--- src/rtl/rr_arbiter_dataless.sv ---
// Round-robin arbiter sharing one dataless handshake output between SIZE requesters.
// Define RR_ARBITER_OUTPUT_REG_EN to put a one-slot register on outs_valid/index.
module rr_arbiter_dataless #(
  parameter int unsigned SIZE        = 2,
  parameter int unsigned INDEX_WIDTH = 1
) (
  input  logic                   clk,
  input  logic                   rst,
  input  logic [SIZE-1:0]        ins_valid,
  output logic [SIZE-1:0]        ins_ready,
  output logic                   outs_valid,
  input  logic                   outs_ready,
  output logic [INDEX_WIDTH-1:0] index
);

  typedef logic [INDEX_WIDTH-1:0] idx_t;

  idx_t            ptr_q, ptr_d;
  idx_t            winner;
  logic            any_valid;
  logic [SIZE-1:0] hi_mask;
  logic [SIZE-1:0] hi_req;

  function automatic idx_t lowest_set(input logic [SIZE-1:0] vec);
    idx_t res;
    res = '0;
    for (int i = int'(SIZE) - 1; i >= 0; i--) begin
      if (vec[i]) res = idx_t'(i);
    end
    return res;
  endfunction

  function automatic idx_t next_ptr(input idx_t cur);
    return (cur == idx_t'(SIZE - 1)) ? '0 : cur + 1'b1;
  endfunction

  function automatic logic [SIZE-1:0] one_hot(input idx_t sel);
    return SIZE'(1) << sel;
  endfunction

  // Requesters at or above ptr win first; otherwise the scan wraps to the lowest one.
  always_comb begin
    hi_mask = '0;
    for (int unsigned i = 0; i < SIZE; i++) begin
      hi_mask[i] = (idx_t'(i) >= ptr_q);
    end
  end

  assign hi_req    = ins_valid & hi_mask;
  assign any_valid = |ins_valid;
  assign winner    = (|hi_req) ? lowest_set(hi_req) : lowest_set(ins_valid);

`ifdef RR_ARBITER_OUTPUT_REG_EN

  logic slot_valid_q, slot_valid_d;
  idx_t slot_idx_q, slot_idx_d;
  logic load_en;

  assign load_en = ~slot_valid_q | outs_ready;

  always_comb begin
    slot_valid_d = slot_valid_q;
    slot_idx_d   = slot_idx_q;
    ptr_d        = ptr_q;
    ins_ready    = '0;
    if (load_en) begin
      slot_valid_d = any_valid;
      if (any_valid) begin
        slot_idx_d = winner;
        ins_ready  = one_hot(winner);
        ptr_d      = next_ptr(winner);
      end
    end
    if (rst) ins_ready = '0;
  end

  always_ff @(posedge clk or posedge rst) begin
    if (rst) begin
      slot_valid_q <= 1'b0;
      slot_idx_q   <= '0;
    end else begin
      slot_valid_q <= slot_valid_d;
      slot_idx_q   <= slot_idx_d;
    end
  end

  assign outs_valid = slot_valid_q;
  assign index      = slot_idx_q;

`else

  typedef enum logic {StIdle, StLocked} state_e;

  state_e state_q, state_d;
  idx_t   grant_q, grant_d;

  always_comb begin
    state_d    = state_q;
    grant_d    = grant_q;
    ptr_d      = ptr_q;
    outs_valid = 1'b0;
    index      = grant_q;
    ins_ready  = '0;
    case (state_q)
      StIdle: begin
        if (any_valid) begin
          outs_valid = 1'b1;
          index      = winner;
          if (outs_ready) begin
            ins_ready = one_hot(winner);
            ptr_d     = next_ptr(winner);
          end else begin
            // Offer is now visible downstream; freeze it until accepted.
            grant_d = winner;
            state_d = StLocked;
          end
        end
      end
      StLocked: begin
        outs_valid = 1'b1;
        if (outs_ready) begin
          ins_ready = one_hot(grant_q);
          ptr_d     = next_ptr(grant_q);
          state_d   = StIdle;
        end
      end
      default: state_d = StIdle;
    endcase
    // Outputs are combinational, so reset has to mask them directly.
    if (rst) begin
      outs_valid = 1'b0;
      ins_ready  = '0;
      index      = '0;
    end
  end

  always_ff @(posedge clk or posedge rst) begin
    if (rst) begin
      state_q <= StIdle;
      grant_q <= '0;
    end else begin
      state_q <= state_d;
      grant_q <= grant_d;
    end
  end

`endif

  always_ff @(posedge clk or posedge rst) begin
    if (rst) ptr_q <= '0;
    else     ptr_q <= ptr_d;
  end

endmodule

--- config.mk ---
export PLATFORM = sky130hd
export DESIGN_NAME = rr_arbiter_dataless
export DESIGN_NICKNAME = d
export VERILOG_FILES = /design/src/rtl/rr_arbiter_dataless.sv
export SDC_FILE = /design/constraint.sdc
export NUM_CORES = 1
export LEC_CHECK = 0
export CORE_AREA = 5 5 42 44
export DETAILED_ROUTE_END_ITERATION = 8
export DIE_AREA = 0 0 47 49
export GPL_ROUTABILITY_DRIVEN = 1
export SYNTH_ARGS = -nofsm -noshare
export SYNTH_HDL_FRONTEND = slang
export SYNTH_SLANG_ARGS = --single-unit
--- constraint.sdc ---
create_clock -name clk -period 1.35 [get_ports clk]
set_input_delay 0.27 -clock clk [delete_from_list [all_inputs] [get_ports clk]]
set_output_delay 0.27 -clock clk [all_outputs]
set_load 0.02 [all_outputs]
# Word-level counts from Yosys, hierarchy flattened
# Index checks and enable logic that the tools add are counted.
[totals] inputBits=5 word_cells=44 regBits=3
[op_classes] n_shift=2 magnitude_cmp=2 n_mux=25 reduce_logical=4 addsub=2 eq_ne=3 bitwise_logic=3
[op_table] op="$mux 1" count=17
[op_table] op="$mux 2" count=4
[op_table] op="$ne 2x2->1 const B" count=3
[op_table] op="$pmux 1 s2" count=3
[op_table] op="$reduce_and 3->1" count=2
[op_table] op="$pmux 2 s2" count=1
[op_table] op="$reduce_or 2->1" count=2
[op_table] op="$shl 1x1->2 const A" count=2
[op_table] op="$add 1x1->1 const B" count=2
[op_table] op="$and 2x2->2" count=1
[op_table] op="$ge 1x1->1 const A" count=2
[op_table] op="$not 1->1" count=2

# Longest topological paths before layout
[depth] word_depth=10 ltp_mapped=3 ltp_nobuf=3

# Least setup slack after synthesis
# OpenSTA, ideal clock, no wires.
[synth_timing] path_kind="reg2out" start="register state_q" end="output port index" arrival_ns=0.989 path_slack_ns=0.091 required_ns=1.080 path_stages_with_launch=4 path_cell_list="dfrtp_1 nor2b_2 o21ai_2 a21oi_1"
[synth_via] elab_chain_len=2
[synth_lines] element="start: declaration" line="94" text="state_e state_q, state_d;"
[synth_lines] element="start signal: assignment" line="139" text="state_q <= StIdle;"
[synth_lines] element="start signal: assignment" line="142" text="state_q <= state_d;"
[synth_lines] element="$mux 1" line="104" text="case (state_q)"
[synth_lines] element="$mux 1" line="130" text="if (rst) begin"
[synth_lines] element="end: declaration" line="13" text="output logic [INDEX_WIDTH-1:0] index"
# Every way passes these cells.

# Worst setup path after layout
[layout_timing] start="register state_q" end="output port ins_ready[0]"
[layout_via] elab_chain_len=3
[layout_lines] element="$not 1->1 (no source line)"
[layout_lines] element="$pmux 2 s2 *" line="104"
[layout_lines] element="$mux 2 *" line="130"
[layout_lines] element="end: declaration" line="10" text="output logic [SIZE-1:0] ins_ready,"
# Mark *: on every way between the ends. The rest lies on a longest branch, timed or not.

==> reports/metrics.csv <==
stage,metric,value,unit
clock_tree,Num CTS Buffers,3,
global_route,maximum number of pins on one net before global-route repair,6,
critical_path,worst stage delay on the critical path,0.44,ns
synth,syn_nets,29,
finish,Fillers,158,
synth,prevailing post-synth register cell,dfrtp_1,
drt,routed via count,241,
placed_design,Port Buffer Count,8,
sta,count of final setup violators,4,
finish,diodes inserted,0,
synth,syn avg cell area,8.185,sq um
outcome,failing checks,setup timing,
sta,RSZ-0062 raised after global routing,true,
critical_path,Max Fanout on Critical Path,5,
die,Die ar.,2303,sq um
global_route,initial antenna violation count,0,
drt,Antenna Nets Post-Route,0,
sta,final worst slack,-0.1042,ns
job,max cap viols,0,
min_path,Hold Path Class,input port to asynchronous set/reset pin,
synth,Synth area leaders,"dfrtp_1, nor2_1, nand2b_1",
synth,Mapped Cells,24,
die,Initial Util,0.1402,
synth,top cell type's share of synthesized area,0.3822,
drt,final wirelength,608,microns
outcome,status,finished with violations,
clock_tree,CTS sink count,3,
sta,Final Cycle Share,1.077,
placed_design,placed cells,56,
sta,setup TNS,-0.2970,ns
synth,synth unique cells,16,
sta,Final min period,1.454,ns
critical_path,Worst EP arrival,1.18,ns
clock_tree,CTS tree,done,
clock_tree,Worst-Skew Late Latency,0.23,ns
synth,number of flops mapped to enable cells by yosys,0,
finish,FF/Latch Area,76.32,sq um
sta,fin. max-slew vios,0,
finish,nets@finish,51,
placed_design,GP Congestion,0.7412,
sta,fmax,0.6877,GHz
clock_tree,clock slew at reported path FFs,0.04,ns
placed_design,DP HPWL,473.3,microns
synth,Async SR Flop Fraction,1.000,
drt,routed len/inst,9.967,microns
clock_tree,Root Driver,clkbuf_4,
drt,Residual DRC,0,
finish,final std cells w/o fill,61,
critical_path,Startpoint Class,flip-flop,
die,Die Ht,49,microns
sta,slew margin rel.,0.8546,
finish,"Area growth, synth to finish",108.9,%
global_route,Overflow after GRT,0,
global_route,gr usage total,0.05642,
critical_path,WS Path Type,flip-flop to primary output,
synth,"top cells by count, synth","nor2_1, dfrtp_1, a21oi_1, nand2_1, nand2b_1",
clock_tree,H-tree depth,1,
clock_tree,CTS Buffer Depth,2,
synth,Synth Register Bits,3,
drt,routed vias/inst,3.951,
critical_path,R2R Setup Slk,0.25,ns
synth,Yosys top cell by area,dfrtp_1,
critical_path,CP Cell Sequence,"nor2b_4, o21ai_2, and3_1, buf_6",
synth,top-count cell post-synth,nor2_1,
power_and_ir_drop,power per cell area,1015,nW/um^2
placed_design,placed cell area,356.6,sq um
global_route,vias in the first global route,235,
die,Site Rows,14,
drt,Pre-Repair DR Iteration Count,2,
synth,Synthesis Warnings,0,
finish,layout cells sized above 1,0.5778,
synth,register area share after synthesis,0.3822,
critical_path,"Slowest-stage cell, CP",dfrtp_2,
die,IO Pins,9,
power_and_ir_drop,Peak VDD IR,0.2993,mV
die,Die W,47,microns
synth,post-synthesis cell area,196.4,sq um
critical_path,CP required,1.08,ns
critical_path,CP Capture Type,primary output,
global_route,first-pass GRT wire length,883,microns
sta,Worst Skew,0.0003118,ns
finish,"Non-Filler Cell Area, Final",410.4,sq um
sta,"Hold Violations, Final",0,
power_and_ir_drop,total power,416.4,uW
sta,Worst Max-Slew Pin Slew,0.2181,ns
die,Core Area,1401,sq um
finish,area of the multi-input gates,136.4,sq um
power_and_ir_drop,P_leak,0.0002063,uW
drt,DRT iter0 DRCs,1,
-- critical path, delay by kind of cell, from the launching register on --
family	cells	cell delay (ns)
compound gates	1	0.09
buf+inv	1	0.13
flops	1	0.44
simple gates	2	0.29
-- per-layer routing --
metal  GRT usage  share of wire  wire [microns]
met1     0.05077           0.34             206
met2     0.08824           0.59             356
met3     0.02214          0.074              45
met4     0.05530              0               0
met5           0              0               0
-- logic make-up (layout without fill, tap and decap cells) --
logic type	count (synthesis)	in the layout	synth area share
flops	3	3	0.3822
compound gates	8	8	0.2739
buf+inv	2	23	0.03818
simple gates	11	11	0.3057
-- final cells by class --
type | instances | share of cell area
clock buffer | 4 | 0.06402
inverter | 2 | 0.01829
multi-input combinational | 19 | 0.3323
sequential | 3 | 0.1860
tap | 16 | 0.04878
timing repair buffer | 17 | 0.3506
-- registers in the layout, summed over array words and instances, names as in the netlist --
name and count:
ptr_q 1, state_q 1, grant_q 1
-- stage by stage --
| stage | utilization | setup slack (ns) | hold WS [ns] |
|---|---|---|---|
| floorplan | - | 0.09052 | 0.02364 |
| global placement | 0.2545 | -0.7473 | 0.5959 |
| detailed placement | 0.2545 | -0.7713 | 0.6024 |
| CTS | 0.2804 | -0.1630 | 0.3562 |
| global route | 0.2929 | -0.1527 | 0.1034 |
| finish | 0.2929 | -0.1042 | 0.07815 |
-- where the power goes --
part | switching (uW) | internal (uW)
combinational | 64.2 | 77.4
clock | 44.7 | 111
sequential | 14.0 | 106
total | 123 | 294
-- what timing repair did --
item | 4_1_cts | 5_1_grt
hold buffers | 0 | 0
endpoints found under the hold margin | 0 | 0
pin swaps | 4 | 3
setup endpoints to repair | 4 | 4
setup buffers | 1 | 0
resized for setup | 28 | 4
-- final timing paths --
check,startpoint,endpoint,depth (start not counted)
setup / recovery,state_q,ins_ready[0],4
hold / removal,rst,ptr_q,3
setup reg to reg,state_q,ptr_q,5
hold reg to reg,ptr_q,grant_q,2
max in group asynchronous,rst,state_q,3
min in group clk,outs_ready,state_q,3
-- layout by cell type (no fill, tap or decap) --
cell type,count
nand2b_4,1
o21ai_1,1
dlygate4sd2_1,3
nor2_1,3
clkbuf_4,3
o21a_1,1
o21ai_2,1
nor2b_4,1
a22o_1,1
dlymetal6s2s_1,1
inv_1,1
and3_1,1
buf_6,2
clkbuf_1,1
inv_2,1
dfrtp_2,1
o21ai_0,1
buf_4,11
a21oi_2,3
nor3_2,1
nand2b_1,1
nor2_2,1
dfrtp_1,2
nand2_1,2
Note: power is estimated with default switching activity, not from simulation.
